$ cat config.mk
export PLATFORM = sky130hd
export DESIGN_NAME = shl_iter
export DESIGN_NICKNAME = d
export VERILOG_FILES = /design/src/rtl/shl_iter.sv
export SDC_FILE = /design/constraint.sdc
export NUM_CORES = 1
export LEC_CHECK = 0
export CAP_MARGIN = 20
export CORE_AREA = 2 2 99 196
export DETAILED_ROUTE_END_ITERATION = 8
export DIE_AREA = 0 0 101 198
export PLACE_DENSITY_LB_ADDON = 0.08
export SYNTH_ARGS = -nofsm -noshare
export SYNTH_HDL_FRONTEND = slang
export SYNTH_SLANG_ARGS = --single-unit
$ cat constraint.sdc
create_clock -name clk -period 3.1 [get_ports clk]
set_input_delay 0.465 -clock clk [delete_from_list [all_inputs] [get_ports clk]]
set_output_delay 0.465 -clock clk [all_outputs]
set_load 0.01 [all_outputs]
$ cat src/rtl/shl_iter.sv
// shl_iter: multicycle logical left shifter.
// A 32-bit operand is shifted left by a 32-bit unsigned amount, one
// power-of-two stage (1, 2, 4, 8, 16) per clock, so each cycle needs only
// a single 2:1 mux level. Latency is a fixed 6 clocks from the accepting
// edge to the result edge.
// Optional feature: define SHL_OVF_FLAG_EN to add the ovf output, which
// flags any 1 bit shifted out of the top of the word.
// Handshake: start is accepted on a rising edge only while busy is low;
// done pulses for one cycle with shifted valid, and busy is already low in
// that cycle, so a back-to-back start is accepted there. A start while
// busy is high is dropped without indication.
module shl_iter #(
  parameter int WIDTH = 32
) (
  input  logic             clk,
  input  logic             rst_n,
  input  logic             start,
  input  logic [WIDTH-1:0] input1,
  input  logic [WIDTH-1:0] shift,
  output logic             busy,
  output logic             done,
  output logic [WIDTH-1:0] shifted,
`ifdef SHL_OVF_FLAG_EN
  output logic             ovf,
`endif
  output logic [1:0]       dbg_state_o
);

  typedef enum logic [1:0] {
    S_IDLE = 2'd0,
    S_RUN  = 2'd1,
    S_FIN  = 2'd2
  } state_e;

  state_e           state_q;
  logic [WIDTH-1:0] acc_q;
  logic [WIDTH-1:0] amt_q;
  logic [2:0]       stg_q;
  logic             busy_q;
  logic             done_q;
  logic [WIDTH-1:0] shifted_q;
  logic [WIDTH-1:0] acc_d;
  logic             large_shift;

`ifdef SHL_OVF_FLAG_EN
  logic             sticky_q;
  logic             nz_q;
  logic             ovf_q;
  logic             spill_d;
`endif

  // Any amount bit above the five stage bits means a shift of 32 or more.
  assign large_shift = |amt_q[WIDTH-1:5];

  // One stage of the shift network: conditional shift by 2^stg.
  always_comb begin
    acc_d = acc_q;
    case (stg_q)
      3'd0:    if (amt_q[0]) acc_d = {acc_q[WIDTH-2:0],  1'b0};
      3'd1:    if (amt_q[1]) acc_d = {acc_q[WIDTH-3:0],  2'b0};
      3'd2:    if (amt_q[2]) acc_d = {acc_q[WIDTH-5:0],  4'b0};
      3'd3:    if (amt_q[3]) acc_d = {acc_q[WIDTH-9:0],  8'b0};
      3'd4:    if (amt_q[4]) acc_d = {acc_q[WIDTH-17:0], 16'b0};
      default: acc_d = acc_q;
    endcase
  end

`ifdef SHL_OVF_FLAG_EN
  // Bits that fall off the top in the current stage, if the stage is active.
  always_comb begin
    spill_d = 1'b0;
    case (stg_q)
      3'd0:    spill_d = amt_q[0] & acc_q[WIDTH-1];
      3'd1:    spill_d = amt_q[1] & (|acc_q[WIDTH-1:WIDTH-2]);
      3'd2:    spill_d = amt_q[2] & (|acc_q[WIDTH-1:WIDTH-4]);
      3'd3:    spill_d = amt_q[3] & (|acc_q[WIDTH-1:WIDTH-8]);
      3'd4:    spill_d = amt_q[4] & (|acc_q[WIDTH-1:WIDTH-16]);
      default: spill_d = 1'b0;
    endcase
  end
`endif

  // Control FSM and datapath registers; all outputs are registered here.
  always_ff @(posedge clk) begin
    if (!rst_n) begin
      state_q   <= S_IDLE;
      acc_q     <= '0;
      amt_q     <= '0;
      stg_q     <= 3'd0;
      busy_q    <= 1'b0;
      done_q    <= 1'b0;
      shifted_q <= '0;
`ifdef SHL_OVF_FLAG_EN
      sticky_q  <= 1'b0;
      nz_q      <= 1'b0;
      ovf_q     <= 1'b0;
`endif
    end else begin
      done_q <= 1'b0;
      case (state_q)
        S_IDLE: begin
          if (start) begin
            acc_q    <= input1;
            amt_q    <= shift;
            stg_q    <= 3'd0;
            busy_q   <= 1'b1;
            state_q  <= S_RUN;
`ifdef SHL_OVF_FLAG_EN
            sticky_q <= 1'b0;
            nz_q     <= |input1;
`endif
          end
        end
        S_RUN: begin
          acc_q <= acc_d;
`ifdef SHL_OVF_FLAG_EN
          sticky_q <= sticky_q | spill_d;
`endif
          // stg stays at 4 on the last stage rather than wrapping past it.
          if (stg_q == 3'd4) begin
            state_q <= S_FIN;
          end else begin
            stg_q <= stg_q + 3'd1;
          end
        end
        S_FIN: begin
          shifted_q <= large_shift ? '0 : acc_q;
          done_q    <= 1'b1;
          busy_q    <= 1'b0;
          state_q   <= S_IDLE;
`ifdef SHL_OVF_FLAG_EN
          ovf_q     <= large_shift ? nz_q : sticky_q;
`endif
        end
        default: begin
          state_q <= S_IDLE;
          busy_q  <= 1'b0;
        end
      endcase
    end
  end

  assign busy        = busy_q;
  assign done        = done_q;
  assign shifted     = shifted_q;
  assign dbg_state_o = state_q;
`ifdef SHL_OVF_FLAG_EN
  assign ovf         = ovf_q;
`endif

endmodule

==> results of run 1 <==
cells by family (layout without fill, tap and decap cells):
kind of cell             Yosys count  after routing  synth area share [%]
flip-flops                       103            103                  37.9
AO/OA/AOI/OAI                    251            251                  32.4
adder cells (fa/ha/maj)            7              7                  1.61
AND/OR/NAND/NOR                  256            256                  21.3
buffers and inverters             79            152                  6.60
multiplexers                       1              1                 0.184
flip-flops by register name, summed over array words and instances, names as in the netlist:
name,cells
acc_q,32
dbg_state_o,2
shifted,32
stg_q,3
done,1
amt_q,32
busy,1
layer usage:
layer	vias to the layer above	global-route usage, %	wire length, µm	share of wire [%]
met5	-	0	0	0
met4	0	9.16	678	3.7
met3	39	2.54	726	3.9
met2	173	34.4	9910	54
met1	2586	20.8	7130	39
li1	2714	-	-	-
per-stage QoR:
stage / cell area, µm² / std cells / hold WS [ps] / util, % / total power [mW]
after floorplan: 5440 / 697 / 431 / - / 1.92
after global placement: 6630 / 972 / 437 / 35.5 / 2.18
after detailed placement: 6630 / 972 / 444 / 35.5 / 2.19
after CTS: 6950 / 988 / 452 / 37.3 / 3.45
after global routing: 6960 / 989 / 474 / 37.3 / 3.58
final: 6960 / 989 / 449 / 37.3 / 3.41
synthesized netlist by cell type (7+ instances only):
cell      count
nor2_1       24
a21oi_1      71
o211ai_1     16
a22oi_1      15
a32oi_1      16
a211oi_1     17
buf_2        11
a311oi_1     16
o21ai_0      38
a31oi_1      17
nand2b_1      7
or3_1        33
a222oi_1      8
ha_1          7
dfxtp_1     103
clkbuf_1     51
nand2_1     157
nand4_1      10
final cells by class:
| class | count | area [µm²] | area share (%) |
|---|---|---|---|
| flip-flops and latches | 103 | 2060 | 29.6 |
| multi-input cells | 515 | 3020 | 43.4 |
| well taps | 219 | 274 | 3.94 |
| clock inverters | 5 | 81.3 | 1.17 |
| clock buffers | 11 | 243 | 3.49 |
| inverters | 4 | 15.0 | 0.216 |
| repair buffers | 132 | 1260 | 18.1 |
critical path, delay by kind of cell, from the launching register on:
| family | cells | cell delay [ps] |
|---|---|---|
| AOI/OAI and AO/OA | 3 | 870 |
| and+or+nand+nor | 1 | 600 |
| DFF | 1 | 390 |
| adders and majority gates | 1 | 380 |
| buffers and inverters | 2 | 340 |
power by group:
| part | internal (mW) | switching [mW] | leakage [nW] | total, mW |
|---|---|---|---|---|
| Sequential | 1.41 | 0.139 | 0.843 | 1.55 |
| Clock | 0.731 | 0.521 | 0.156 | 1.25 |
| Combinational | 0.273 | 0.342 | 1.27 | 0.615 |
cell usage in the layout (no fill, tap or decap), types with 2 or more instances in the layout:
cell / n
a211oi_1: 17
a21oi_1: 71
a221o_1: 4
a221oi_1: 2
a222oi_1: 8
a22oi_1: 15
a311o_1: 2
a311oi_1: 16
a311oi_4: 2
a31oi_1: 17
a32oi_1: 16
buf_4: 28
bufinv_16: 2
clkbuf_16: 9
clkdlybuf4s50_1: 102
dfxtp_1: 103
ha_1: 7
inv_1: 3
nand2_1: 157
nand2b_1: 7
nand3_1: 4
nand3b_1: 2
nand4_1: 10
nor2_1: 24
nor2b_1: 5
nor3_1: 3
nor4_1: 6
o211ai_1: 16
o21ai_0: 38
o221a_1: 2
o221a_2: 6
o311ai_0: 6
o31ai_1: 6
or3_1: 33
worst paths after layout:
path                            startpoint                  endpoint  slack [ps]
setup / recovery     stg_q[1]$_SDFFE_PN0P_     acc_q[6]$_SDFFE_PN0P_         410
hold / removal    shifted[18]$_SDFFE_PN0P_  shifted[18]$_SDFFE_PN0P_         450
hold reg to reg   shifted[18]$_SDFFE_PN0P_  shifted[18]$_SDFFE_PN0P_         450
setup reg to reg     stg_q[1]$_SDFFE_PN0P_     acc_q[6]$_SDFFE_PN0P_         410
==> flow_metrics.py, run 1 <==
metrics = {
    "layout": {
        "num-fill-cells": 1987,
        "final_layout_size_suffix_gt1_share_pct": 7.66,
        "layout.nets": 839,
        "area_growth_pct": 28.0,
        "antenna-diode-count": 0,
    },
    "die": {
        "ios": 103,
        "die_x_um": 101,
        "die_h_um": 198,
        "coreArea_um2": 18700,
        "std_cell_rows": 71,
        "floorplan.die_area_um2": 20000,
        "start_util_pct": 29.1,
    },
    "logic_synthesis": {
        "netlist.top_cell.by_area": "dfxtp_1",
        "syn_area_um2": 5440,
        "synthArstFlopShare_pct": 0,
        "synthDistinctLibCells": 48,
        "synth_edf_count": 0,
        "syn_area_per_cell_um2": 7.80,
        "ys_dominant_reg_cell": "dfxtp_1",
        "syn_inst": 697,
        "synth_top_area_share_pct": 37.9,
        "synth_area_leaders": "dfxtp_1 38%, nand2_1 11%, a21oi_1 6.5%",
        "yosysWarnings": 0,
        "synth_nets": 771,
        "ys_ff_latch": 103,
        "ys_seq_area_share_pct": 37.9,
    },
    "clock_network": {
        "cts_hold_buf": 0,
        "cts_sinks": 103,
        "post_cts_buffers": 0,
        "cts_tree": "built",
        "path_clk_slew_ps": 70,
        "cts_made_buffers": 9,
        "worstSkewPairLatency_ps": 360,
        "cts_resized": 0,
        "h-tree-depth": 3,
        "cts_buffer_depth": 2,
        "root_buffer": "clkbuf_16",
    },
    "worst_setup_path": {
        "cp.arrival_ps": 2940,
        "slowest_delay_ps": 600,
        "path_max_fanout": 19,
        "r2r_cells": 7,
        "cp-start-kind": "flop",
        "critical_path.slowest_cell": "or3_1",
        "critPathKind": "reg2reg",
        "crit_chain": "inv_1 -> ha_1 -> or3_1 -> a21oi_4 -> buf_4 -> a21oi_1 -> o31ai_1",
        "end_kind": "flop",
        "worstPathRequired_ps": 3360,
    },
    "min_path": {
        "hold-path-cell-count": 2,
        "hp-class": "reg2reg",
    },
    "grt": {
        "grt_use_total_pct": 18.8,
        "grt_pass1_wl_mm": 29.3,
        "grt_overflow": 0,
        "grt_pass1_vias": 5515,
        "antenna_found_initial": 0,
        "grt_max_degree": 45,
    },
    "sta": {
        "setup_tns_ps": 0,
        "worst_slew_pin_slew_ps": 901,
        "setup_viol": 0,
        "worst_slack_ps": 413,
        "fmax_ghz": 0.372,
        "slew_violations": 0,
        "fin_worst_skew_ps": 10.8,
        "period_minus_slack_ps": 2690,
        "slew_headroom_pct": 39.5,
        "grt_setup_unrepaired": "no",
        "hold_violations": 0,
        "post-route-period-util_pct": 86.7,
    },
    "drt": {
        "routed_wirelength_mm": 18.4,
        "via_per_inst": 5.57,
        "drt-initial-drc-count": 305,
        "drc_errors": 0,
        "drt_pass1_iterations": 5,
        "wl_per_cell_um": 18.7,
        "vias": 5512,
        "ant_nets": 0,
    },
    "power_and_ir_drop": {
        "p_per_area_nw_per_um2": 490,
        "vdd_drop_max_v": 0.000223,
        "p_leak_nw": 2.27,
    },
    "placed_design": {
        "gp_congestion": 0.860,
        "place_hpwl_mm": 13.5,
        "place_ws_ps": 219,
        "port_buffers": 102,
    },
    "outcome": {
        "outcome": "completed",
    },
    "run": {
        "cap_violations": 0,
    },
}
(Power assumes the default switching activity.)
==> run 2: changes to the inputs <==
Settings changed: RECOVER_POWER set to 50.
==> flow_metrics.py, run 2 (synthesized netlist as in run 1, its figures left out) <==
metrics = {
    "outcome": {
        "outcome": "completed",
    },
    "clock_network": {
        "post_cts_buffers": 0,
        "cts_hold_buf": 0,
        "cts_tree": "built",
        "cts_buffer_depth": 2,
        "cts_sinks": 103,
        "worstSkewPairLatency_ps": 360,
        "cts_made_buffers": 9,
        "root_buffer": "clkbuf_16",
        "path_clk_slew_ps": 70,
        "h-tree-depth": 3,
        "cts_resized": 0,
    },
    "grt": {
        "grt_pass1_wl_mm": 29.3,
        "grt_max_degree": 45,
        "antenna_found_initial": 0,
        "grt_use_total_pct": 18.8,
        "grt_overflow": 0,
        "grt_pass1_vias": 5515,
    },
    "worst_setup_path": {
        "end_kind": "flop",
        "path_max_fanout": 19,
        "worstPathRequired_ps": 3360,
        "r2r_start": "stg_q[1]$_SDFFE_PN0P_",
        "startpoint": "stg_q[1]$_SDFFE_PN0P_",
        "crit_chain": "inv_1 -> ha_1 -> or3_1 -> a21oi_4 -> buf_4 -> a21oi_1 -> o31ai_1",
        "critical_path.slowest_cell": "or3_1",
        "rrSetupSlack_ps": 420,
        "critPathTopFamily": "compound AO/OA/AOI/OAI gates",
        "r2r-end": "acc_q[6]$_SDFFE_PN0P_",
        "critPathKind": "reg2reg",
        "r2r_cells": 7,
        "cp.arrival_ps": 2940,
        "critPathBufInv": 2,
        "cp-start-kind": "flop",
        "slowest_delay_ps": 600,
    },
    "sta": {
        "fin_worst_skew_ps": 11.5,
        "setup_viol": 0,
        "grt_setup_unrepaired": "no",
        "post-route-period-util_pct": 86.4,
        "period_minus_slack_ps": 2680,
        "slew_violations": 0,
        "fmax_ghz": 0.373,
        "hold_violations": 0,
        "slew_headroom_pct": 7.88,
        "worst_slew_pin_slew_ps": 1380,
        "setup_tns_ps": 0,
    },
    "layout": {
        "layout.nets": 839,
        "finish.utilization_pct": 37.3,
        "antenna-diode-count": 0,
        "num-fill-cells": 1990,
        "final_common_cell": "nand2_1",
        "area_growth_pct": 27.9,
        "final_layout_size_suffix_gt1_share_pct": 7.27,
        "most-common-layout-cells": "157 x nand2_1, 103 x dfxtp_1, 71 x a21oi_1, 67 x clkdlybuf4s50_1, 38 x o21ai_0",
    },
    "power_and_ir_drop": {
        "vdd_drop_max_v": 0.000223,
        "p_leak_nw": 2.39,
        "p_per_area_nw_per_um2": 491,
        "power_mw": 3.42,
    },
    "die": {
        "start_util_pct": 29.1,
        "std_cell_rows": 71,
        "ios": 103,
        "floorplan.die_area_um2": 20000,
        "die_h_um": 198,
        "die_x_um": 101,
        "coreArea_um2": 18700,
    },
    "drt": {
        "drc_errors": 0,
        "wl_per_cell_um": 18.7,
        "ant_nets": 0,
        "routed_wirelength_mm": 18.5,
        "drt_pass1_iterations": 8,
        "vias": 5538,
        "drt-initial-drc-count": 300,
        "via_per_inst": 5.60,
    },
    "min_path": {
        "hold-path-cell-count": 2,
        "hp-start": "shifted[18]$_SDFFE_PN0P_",
        "worstHoldEndpoint": "shifted[18]$_SDFFE_PN0P_",
        "hp-class": "reg2reg",
    },
    "placed_design": {
        "gp_congestion": 0.860,
        "place_hpwl_mm": 13.5,
        "port_buffers": 102,
    },
    "run": {
        "cap_violations": 0,
    },
}
run 2: changes by cell type in the layout (fill, tap and decap cells not counted), sizes merged:
cell           before  now
buf                30   28
clkdlybuf4s50     102   67
dlygate4sd3         0   35
clkinv              2    3
inv                 4    3
clkbuf             11   13
run 2: worst max-delay path by stage:
stage / endpoint / slack [ps] / depth (start not counted)
floorplan: acc_q[13]$_SDFFE_PN0P_ / 760 / 10
global placement: acc_q[7]$_SDFFE_PN0P_ / 320 / 6
detailed placement: acc_q[6]$_SDFFE_PN0P_ / 220 / 6
CTS: acc_q[6]$_SDFFE_PN0P_ / 190 / 6
global route: shifted[9]$_SDFFE_PN0P_ / 160 / 5
finish: acc_q[6]$_SDFFE_PN0P_ / 420 / 7
run 2: area by class of cell:
type / count / area, µm² / area share, %
clock inverters: 5 / 81.3 / 1.17
inverters: 4 / 15.0 / 0.216
multi-input cells: 515 / 3020 / 43.5
clock buffers: 11 / 243 / 3.49
well taps: 219 / 274 / 3.94
repair buffers: 132 / 1260 / 18.1
flip-flops and latches: 103 / 2060 / 29.7
run 2: per-stage QoR:
stage | setup slack (ps) | hold slack, ps | std cells | instance area [µm²]
final | 421 | 445 | 989 | 6950
after global routing | 162 | 466 | 989 | 6950
after CTS | 187 | 452 | 988 | 6950
after detailed placement | 219 | 444 | 972 | 6630
after global placement | 319 | 437 | 972 | 6630
after floorplan | 762 | 431 | 697 | 5440
run 2: tightest hold or removal path, delay by kind of cell, from the launching register on:
kind	cells	cell delay (ps)
DFF	1	310
and+or+nand+nor	1	50
AOI/OAI and AO/OA	1	50
run 2: routing by layer:
| metal | up-vias | GRT usage [%] | routed length, µm |
|---|---|---|---|
| met5 | - | 0 | 0 |
| met1 | 2584 | 20.8 | 7020 |
| met2 | 191 | 34.4 | 9920 |
| met4 | 0 | 9.16 | 688 |
| met3 | 42 | 2.54 | 867 |
| li1 | 2721 | - | - |
run 2: power breakdown:
part           leakage [nW]  internal, mW  switching (mW)
clock                 0.156         0.731           0.524
combinational          1.39         0.272           0.343
sequential            0.843          1.41           0.139
total                  2.39          2.41            1.01
